`config.mk`:
```
export PLATFORM = sky130hd
export DESIGN_NAME = atn_spi_slave
export DESIGN_NICKNAME = d
export VERILOG_FILES = /design/src/rtl/atn_spi_pkg.sv /design/src/rtl/spi_slave_sync.sv /design/src/rtl/atn_spi_slave.sv
export SDC_FILE = /design/constraint.sdc
export NUM_CORES = 1
export LEC_CHECK = 0
export CAP_MARGIN = 20
export CORE_ASPECT_RATIO = 0.6
export CORE_MARGIN = 2
export CORE_UTILIZATION = 53
export DETAILED_ROUTE_END_ITERATION = 8
export PLACE_DENSITY_LB_ADDON = 0.3
export REMOVE_ABC_BUFFERS = 1
export SLEW_MARGIN = 20
export SYNTH_ARGS = -nofsm -noshare
export SYNTH_HDL_FRONTEND = slang
export SYNTH_SLANG_ARGS = --single-unit
export TNS_END_PERCENT = 1
```
`constraint.sdc`:
```
create_clock -name clock -period 2.1 [get_ports clock]
set_input_delay 0.525 -clock clock [delete_from_list [all_inputs] [get_ports clock]]
set_output_delay 0.525 -clock clock [all_outputs]
set_load 0.05 [all_outputs]
```
`src/rtl/atn_spi_pkg.sv`:
```
// Shared types and constants for the attenuator/DAC SPI slave.
package atn_spi_pkg;

  typedef enum logic [1:0] {
    IDLE    = 2'd0,
    ACTIVE  = 2'd1,
    LOCKOUT = 2'd2
  } spi_state_e;

  // SPI modes encoded as {CPOL, CPHA}
  localparam logic [1:0] MODE0 = 2'b00;
  localparam logic [1:0] MODE1 = 2'b01;
  localparam logic [1:0] MODE2 = 2'b10;
  localparam logic [1:0] MODE3 = 2'b11;

  localparam int DEF_D_WIDTH = 32'd8;

  function automatic logic mode_cpol(input logic [1:0] mode);
    return mode[1];
  endfunction

  function automatic logic mode_cpha(input logic [1:0] mode);
    return mode[0];
  endfunction

endpackage

```
`src/rtl/spi_slave_sync.sv`:
```
// Synchronises sclk, ss_n and mosi into the system clock domain and
// derives ss_n and sclk leading/trailing edge strobes.
module spi_slave_sync #(
  parameter int SYNC_STAGES = 2,
  parameter bit CPOL        = 1'b0
) (
  input  logic clock,
  input  logic sclk,
  input  logic ss_n,
  input  logic mosi,
  output logic ss_sync,
  output logic ss_fall,
  output logic ss_rise,
  output logic lead_edge,
  output logic trail_edge,
  output logic mosi_sync
);

  logic [SYNC_STAGES-1:0] sclk_pipe_r;
  logic [SYNC_STAGES-1:0] ss_pipe_r;
  logic [SYNC_STAGES-1:0] mosi_pipe_r;
  logic                   sclk_d_r;
  logic                   ss_d_r;
  logic                   sclk_s;

  // Synchroniser chains plus one delayed copy for edge detect; deliberately
  // not reset so the true ss_n level is visible while reset is asserted.
  always_ff @(posedge clock) begin
    sclk_pipe_r <= {sclk_pipe_r[SYNC_STAGES-2:0], sclk};
    ss_pipe_r   <= {ss_pipe_r[SYNC_STAGES-2:0], ss_n};
    mosi_pipe_r <= {mosi_pipe_r[SYNC_STAGES-2:0], mosi};
    sclk_d_r    <= sclk_pipe_r[SYNC_STAGES-1];
    ss_d_r      <= ss_pipe_r[SYNC_STAGES-1];
  end

  assign sclk_s     = sclk_pipe_r[SYNC_STAGES-1];
  assign ss_sync    = ss_pipe_r[SYNC_STAGES-1];
  assign mosi_sync  = mosi_pipe_r[SYNC_STAGES-1];
  assign ss_fall    = ss_d_r & ~ss_sync;
  assign ss_rise    = ~ss_d_r & ss_sync;
  assign lead_edge  = (sclk_s != sclk_d_r) && (sclk_d_r == CPOL);
  assign trail_edge = (sclk_s != sclk_d_r) && (sclk_s == CPOL);

endmodule

```
`src/rtl/atn_spi_slave.sv`:
```
// SPI slave for the attenuator/DAC write link: oversampled receive of
// MSB-first words with a readback word shifted out on miso.
module atn_spi_slave
  import atn_spi_pkg::*;
#(
  parameter int D_WIDTH     = DEF_D_WIDTH,
  parameter bit CPOL        = 1'b0,
  parameter bit CPHA        = 1'b0,
  parameter int SYNC_STAGES = 2
) (
  input  logic               clock,
  input  logic               reset,
  input  logic               sclk,
  input  logic               ss_n,
  input  logic               mosi,
  output logic               miso,
  output logic               miso_oe,
  input  logic [D_WIDTH-1:0] tx_data,
  output logic [D_WIDTH-1:0] rx_data,
  output logic               rx_valid,
  output logic               frame_err,
  output logic               busy
);

  localparam int CW = $clog2(D_WIDTH + 1);
  localparam logic [CW-1:0] CNT_ZERO = CW'(0);
  localparam logic [CW-1:0] CNT_ONE  = CW'(1);
  localparam logic [CW-1:0] CNT_FULL = CW'(D_WIDTH);

  spi_state_e         state_r, state_n;
  logic [CW-1:0]      bit_cnt_r, bit_cnt_n;
  logic [D_WIDTH-1:0] rx_shift_r, rx_shift_n;
  logic [D_WIDTH-1:0] tx_shift_r, tx_shift_n;
  logic [D_WIDTH-1:0] rx_data_r, rx_data_n;
  logic               shift_en_r, shift_en_n;
  logic               show_r, show_n;
  logic               rx_valid_r, rx_valid_n;
  logic               frame_err_r, frame_err_n;
  logic               miso_r, miso_n;
  logic               busy_r, busy_n;
  logic               ss_sync_s, ss_fall_s, ss_rise_s, lead_s, trail_s, mosi_s;
  logic               sample_s, shift_s, word_done_s;

  spi_slave_sync #(
    .SYNC_STAGES(SYNC_STAGES),
    .CPOL       (CPOL)
  ) u_sync (
    .clock     (clock),
    .sclk      (sclk),
    .ss_n      (ss_n),
    .mosi      (mosi),
    .ss_sync   (ss_sync_s),
    .ss_fall   (ss_fall_s),
    .ss_rise   (ss_rise_s),
    .lead_edge (lead_s),
    .trail_edge(trail_s),
    .mosi_sync (mosi_s)
  );

  assign sample_s    = CPHA ? trail_s : lead_s;
  assign shift_s     = CPHA ? lead_s : trail_s;
  assign word_done_s = (bit_cnt_r == CNT_FULL);

  // Next-state and datapath decode. shift_en gates tx shifting until the
  // current word has seen a sample edge, so the edge following a reload
  // presents the new MSB instead of discarding it.
  always_comb begin
    state_n     = state_r;
    bit_cnt_n   = bit_cnt_r;
    rx_shift_n  = rx_shift_r;
    tx_shift_n  = tx_shift_r;
    rx_data_n   = rx_data_r;
    shift_en_n  = shift_en_r;
    show_n      = show_r;
    rx_valid_n  = 1'b0;
    frame_err_n = 1'b0;
    case (state_r)
      IDLE: begin
        if (ss_fall_s) begin
          state_n    = ACTIVE;
          bit_cnt_n  = CNT_ZERO;
          rx_shift_n = '0;
          tx_shift_n = tx_data;
          shift_en_n = 1'b0;
          show_n     = ~CPHA;
        end else begin
          state_n = IDLE;
        end
      end
      ACTIVE: begin
        if (word_done_s) begin
          rx_data_n  = rx_shift_r;
          rx_valid_n = 1'b1;
          bit_cnt_n  = CNT_ZERO;
          tx_shift_n = tx_data;
          shift_en_n = 1'b0;
        end else begin
          rx_valid_n = 1'b0;
        end
        if (ss_rise_s) begin
          state_n     = IDLE;
          show_n      = 1'b0;
          frame_err_n = ~word_done_s && (bit_cnt_r != CNT_ZERO);
        end else if (sample_s) begin
          rx_shift_n = {rx_shift_r[D_WIDTH-2:0], mosi_s};
          bit_cnt_n  = word_done_s ? CNT_ONE : bit_cnt_r + CNT_ONE;
          shift_en_n = 1'b1;
        end else if (shift_s) begin
          show_n = 1'b1;
          if (shift_en_r && !word_done_s) begin
            tx_shift_n = {tx_shift_r[D_WIDTH-2:0], 1'b0};
          end else begin
            shift_en_n = shift_en_n & ~word_done_s;
          end
        end else begin
          state_n = ACTIVE;
        end
      end
      LOCKOUT: begin
        if (ss_sync_s) begin
          state_n = IDLE;
        end else begin
          state_n = LOCKOUT;
        end
      end
      default: begin
        state_n = LOCKOUT;
      end
    endcase
    busy_n = (state_n == ACTIVE);
    miso_n = busy_n & show_n & tx_shift_n[D_WIDTH-1];
  end

  // State and output registers; reset parks in LOCKOUT if a frame is in progress.
  always_ff @(posedge clock) begin
    if (reset) begin
      state_r     <= ss_sync_s ? IDLE : LOCKOUT;
      bit_cnt_r   <= CNT_ZERO;
      rx_shift_r  <= '0;
      tx_shift_r  <= '0;
      rx_data_r   <= '0;
      shift_en_r  <= 1'b0;
      show_r      <= 1'b0;
      rx_valid_r  <= 1'b0;
      frame_err_r <= 1'b0;
      miso_r      <= 1'b0;
      busy_r      <= 1'b0;
    end else begin
      state_r     <= state_n;
      bit_cnt_r   <= bit_cnt_n;
      rx_shift_r  <= rx_shift_n;
      tx_shift_r  <= tx_shift_n;
      rx_data_r   <= rx_data_n;
      shift_en_r  <= shift_en_n;
      show_r      <= show_n;
      rx_valid_r  <= rx_valid_n;
      frame_err_r <= frame_err_n;
      miso_r      <= miso_n;
      busy_r      <= busy_n;
    end
  end

  assign miso      = miso_r;
  assign miso_oe   = busy_r;
  assign busy      = busy_r;
  assign rx_data   = rx_data_r;
  assign rx_valid  = rx_valid_r;
  assign frame_err = frame_err_r;

endmodule
```
==> flow_metrics.env <==
export IMPL_die_area_sq_um=4050
export IMPL_grt_start_max_net_pins=19
export IMPL_port_buffers=25
export IMPL_cp_arrival_ns=1.43
export IMPL_ys_types=40
export IMPL_fmax_ghz=0.510
export IMPL_power_leakage_nw=0.806
export IMPL_die_y_um=50.1
export IMPL_ant_nets=0
export IMPL_synth_largest_area_cell="dfxtp_1"
export IMPL_n_fill_cell=297
export IMPL_fin_cells=283
export IMPL_synthCells=214
export IMPL_vias=1652
export IMPL_dpl_hpwl_mm=2.84
export IMPL_rsz0062_at_grt="false"
export IMPL_wl_per_cell_um=15.0
export IMPL_ys_top_cells_by_area="dfxtp_1 (47%), a21oi_1 (8.0%), nand2_1 (3.8%)"
export IMPL_fin_setup_tns_ns=0
export IMPL_routed_via_density=5.84
export IMPL_grt_first_pass_wirelength_mm=7.26
export IMPL_worst_slew_pin_slew_ns=0.501
export IMPL_cts_root_buf="clkbuf_8"
export IMPL_async_reset_ff_share_pct=0
export IMPL_cp_max_fo=2
export IMPL_fin_ws_ns=0.140
export IMPL_crit_chain="clkdlybuf4s50_1"
export IMPL_cap_violations=0
export IMPL_relSlewSlack_pct=66.5
export IMPL_regToRegSetupSlack_ns=0.34
export IMPL_utilization_pct=67.9
export IMPL_r2r_end="tx_shift_r[1]"
export IMPL_period_minus_slack_ns=1.96
export IMPL_antenna_found_initial=0
export IMPL_cp_slowest_cell="clkdlybuf4s50_1"
export IMPL_place_inst=275
export IMPL_nNetsFinal=252
export IMPL_critPathLaunchType="flip-flop"
export IMPL_power_density_nw_per_um2=693
export IMPL_diodes=0
export IMPL_status="finished clean"
export IMPL_ys_seq_area_share_pct=46.9
export IMPL_cts_sinks=44
export IMPL_critPathBufInv=1
export IMPL_hp_class="reg -> reg"
export IMPL_final_setup_skew_ns=0.00600
export IMPL_reg2reg_from="u_sync.ss_d_r"
export IMPL_drt_first_iter_violations=185
export IMPL_drc_errors=0
export IMPL_hold_buffers=0
export IMPL_hp_start="u_sync.mosi_pipe_r[0]"
export IMPL_numCtsBuffers=5
export IMPL_start_util_pct=56.6
export IMPL_num_io_pins=26
export IMPL_cp_required_ns=1.57
export IMPL_final_common_cell="dfxtp_1"
export IMPL_final_hold_viol_count=0
export IMPL_die_x_um=80.9
export IMPL_synth_avg_cell_area_sq_um=8.78
export IMPL_synth_cell_area_sq_um=1880
export IMPL_core_area_sq_um=3320
export IMPL_cp_top_family="buffers and inverters"
export IMPL_report_final_slew_viol_count=0
export IMPL_gp_congestion=0.761
export IMPL_routed_wl_mm=4.24
export IMPL_yosysTopAreaCellShare_pct=46.9
export IMPL_area_delta_synth_final_pct=20.1
export IMPL_ctsResizeCount=0
export IMPL_num_rows=16
export IMPL_cp_endpoint="rx_data[1]"
export IMPL_grt_ovfl_total=0
export IMPL_slowest_delay_ns=0.80
export IMPL_synth_seq_cells=44
export IMPL_crit_type="reg -> out"
export IMPL_cts_setup_buffers=0
export IMPL_path_depth=1
export IMPL_irDropWorstVdd_mv=0.742
export IMPL_layout_drive_gt1_share_pct=10.9
export IMPL_reg2reg_depth=4
export IMPL_h_tree_depth=2
export IMPL_place_ws_ns=0.223
export IMPL_endpoint_kind="output pin"
export IMPL_clockBufferDepth=2
export IMPL_dr_pass1_iters=5
export IMPL_grt_usage_pct=23.0
export IMPL_grt_pass1_vias=1476
export IMPL_synth_enable_flop_cells=0
export IMPL_yosysWarnings=0
export IMPL_path_clk_slew_ns=0.08
export IMPL_final_cell_mix="dfxtp_1 (44), a21oi_1 (30), clkdlybuf4s50_1 (25), nand2_1 (19), o21ai_0 (12)"
export IMPL_tritoncts="built"
export IMPL_worst_hold_slack_ns=0.332
export IMPL_crit_path_start="rx_data[1]"
export IMPL_clk_latency_ns=0.29
export IMPL_fin_crit_sh_pct=93.3
export IMPL_synthFlopType="dfxtp_1"
export IMPL_setup_viol_count_final=0
-- per-stage QoR --
| stage | power [mW] | instance area [sq um] |
|---|---|---|
| finish | 1.56 | 2260 |
| global placement | 1.02 | 2160 |
| global route | 1.61 | 2260 |
| floorplan | 0.953 | 1780 |
| CTS | 1.56 | 2260 |
| detailed placement | 1.02 | 2160 |
-- routing by layer --
layer / track usage [%] / part of all wire, % / routed length [um] / up-vias
li1: - / - / - / 821
met1: 34.5 / 52 / 2200 / 785
met2: 33.1 / 42 / 1800 / 42
met3: 6.41 / 5.3 / 226 / 4
met4: 3.39 / 0.54 / 23 / 0
met5: 0 / 0 / 0 / -
-- synthesized netlist by cell type (all sizes together), types with 3 or more instances --
master and instances:
clkbuf 11, nand2b 3, nand2 19, o21ai 12, nand3 10, and3 13
nor2 7, inv 3, a21oi 30, nand4 10, dfxtp 44, a211oi 9
buf 8, o22ai 6
-- where the power goes --
group	switching [mW]	internal, mW	leakage [nW]	total [mW]
clock network	0.290	0.268	0.0445	0.558
logic	0.0690	0.0622	0.403	0.131
registers	0.0198	0.855	0.359	0.875
total	0.379	1.18	0.806	1.56
-- area by class of cell --
| type | instances | area (sq um) | share of cell area (%) |
|---|---|---|---|
| clock buffer | 7 | 86.3 | 3.82 |
| clock inverter | 1 | 7.51 | 0.333 |
| inverter | 3 | 11.3 | 0.499 |
| multi-input combinational | 148 | 890 | 39.4 |
| sequential | 44 | 881 | 39.0 |
| tap | 45 | 56.3 | 2.49 |
| timing repair buffer | 35 | 325 | 14.4 |
-- cell families after synthesis --
logic type	synth area share, %
buf+inv	5.79
compound gates	20.9
flops	46.9
mux	0.533
simple gates	24.6
fa+ha+maj	1.33
-- how the worst min path moves through the flow --
stage | to | cells after the start
after floorplan | u_sync.mosi_pipe_r[1] | 0
after global placement | u_sync.sclk_pipe_r[1] | 0
after detailed placement | u_sync.ss_pipe_r[1] | 0
after CTS | u_sync.ss_pipe_r[1] | 0
after global routing | u_sync.sclk_pipe_r[1] | 0
final | u_sync.mosi_pipe_r[1] | 0
-- sequential cells by signal, summed over array words and instances (netlist names) --
register / count
u_sync.ss_d_r: 1
state_r: 2
shift_en_r: 1
show_r: 1
bit_cnt_r: 4
rx_shift_r: 8
tx_shift_r: 8
u_sync.mosi_pipe_r: 2
u_sync.sclk_d_r: 1
miso: 1
rx_valid: 1
u_sync.ss_pipe_r: 2
u_sync.sclk_pipe_r: 2
rx_data: 8
frame_err: 1
busy: 1
Note: power is estimated with default switching activity, not from simulation.
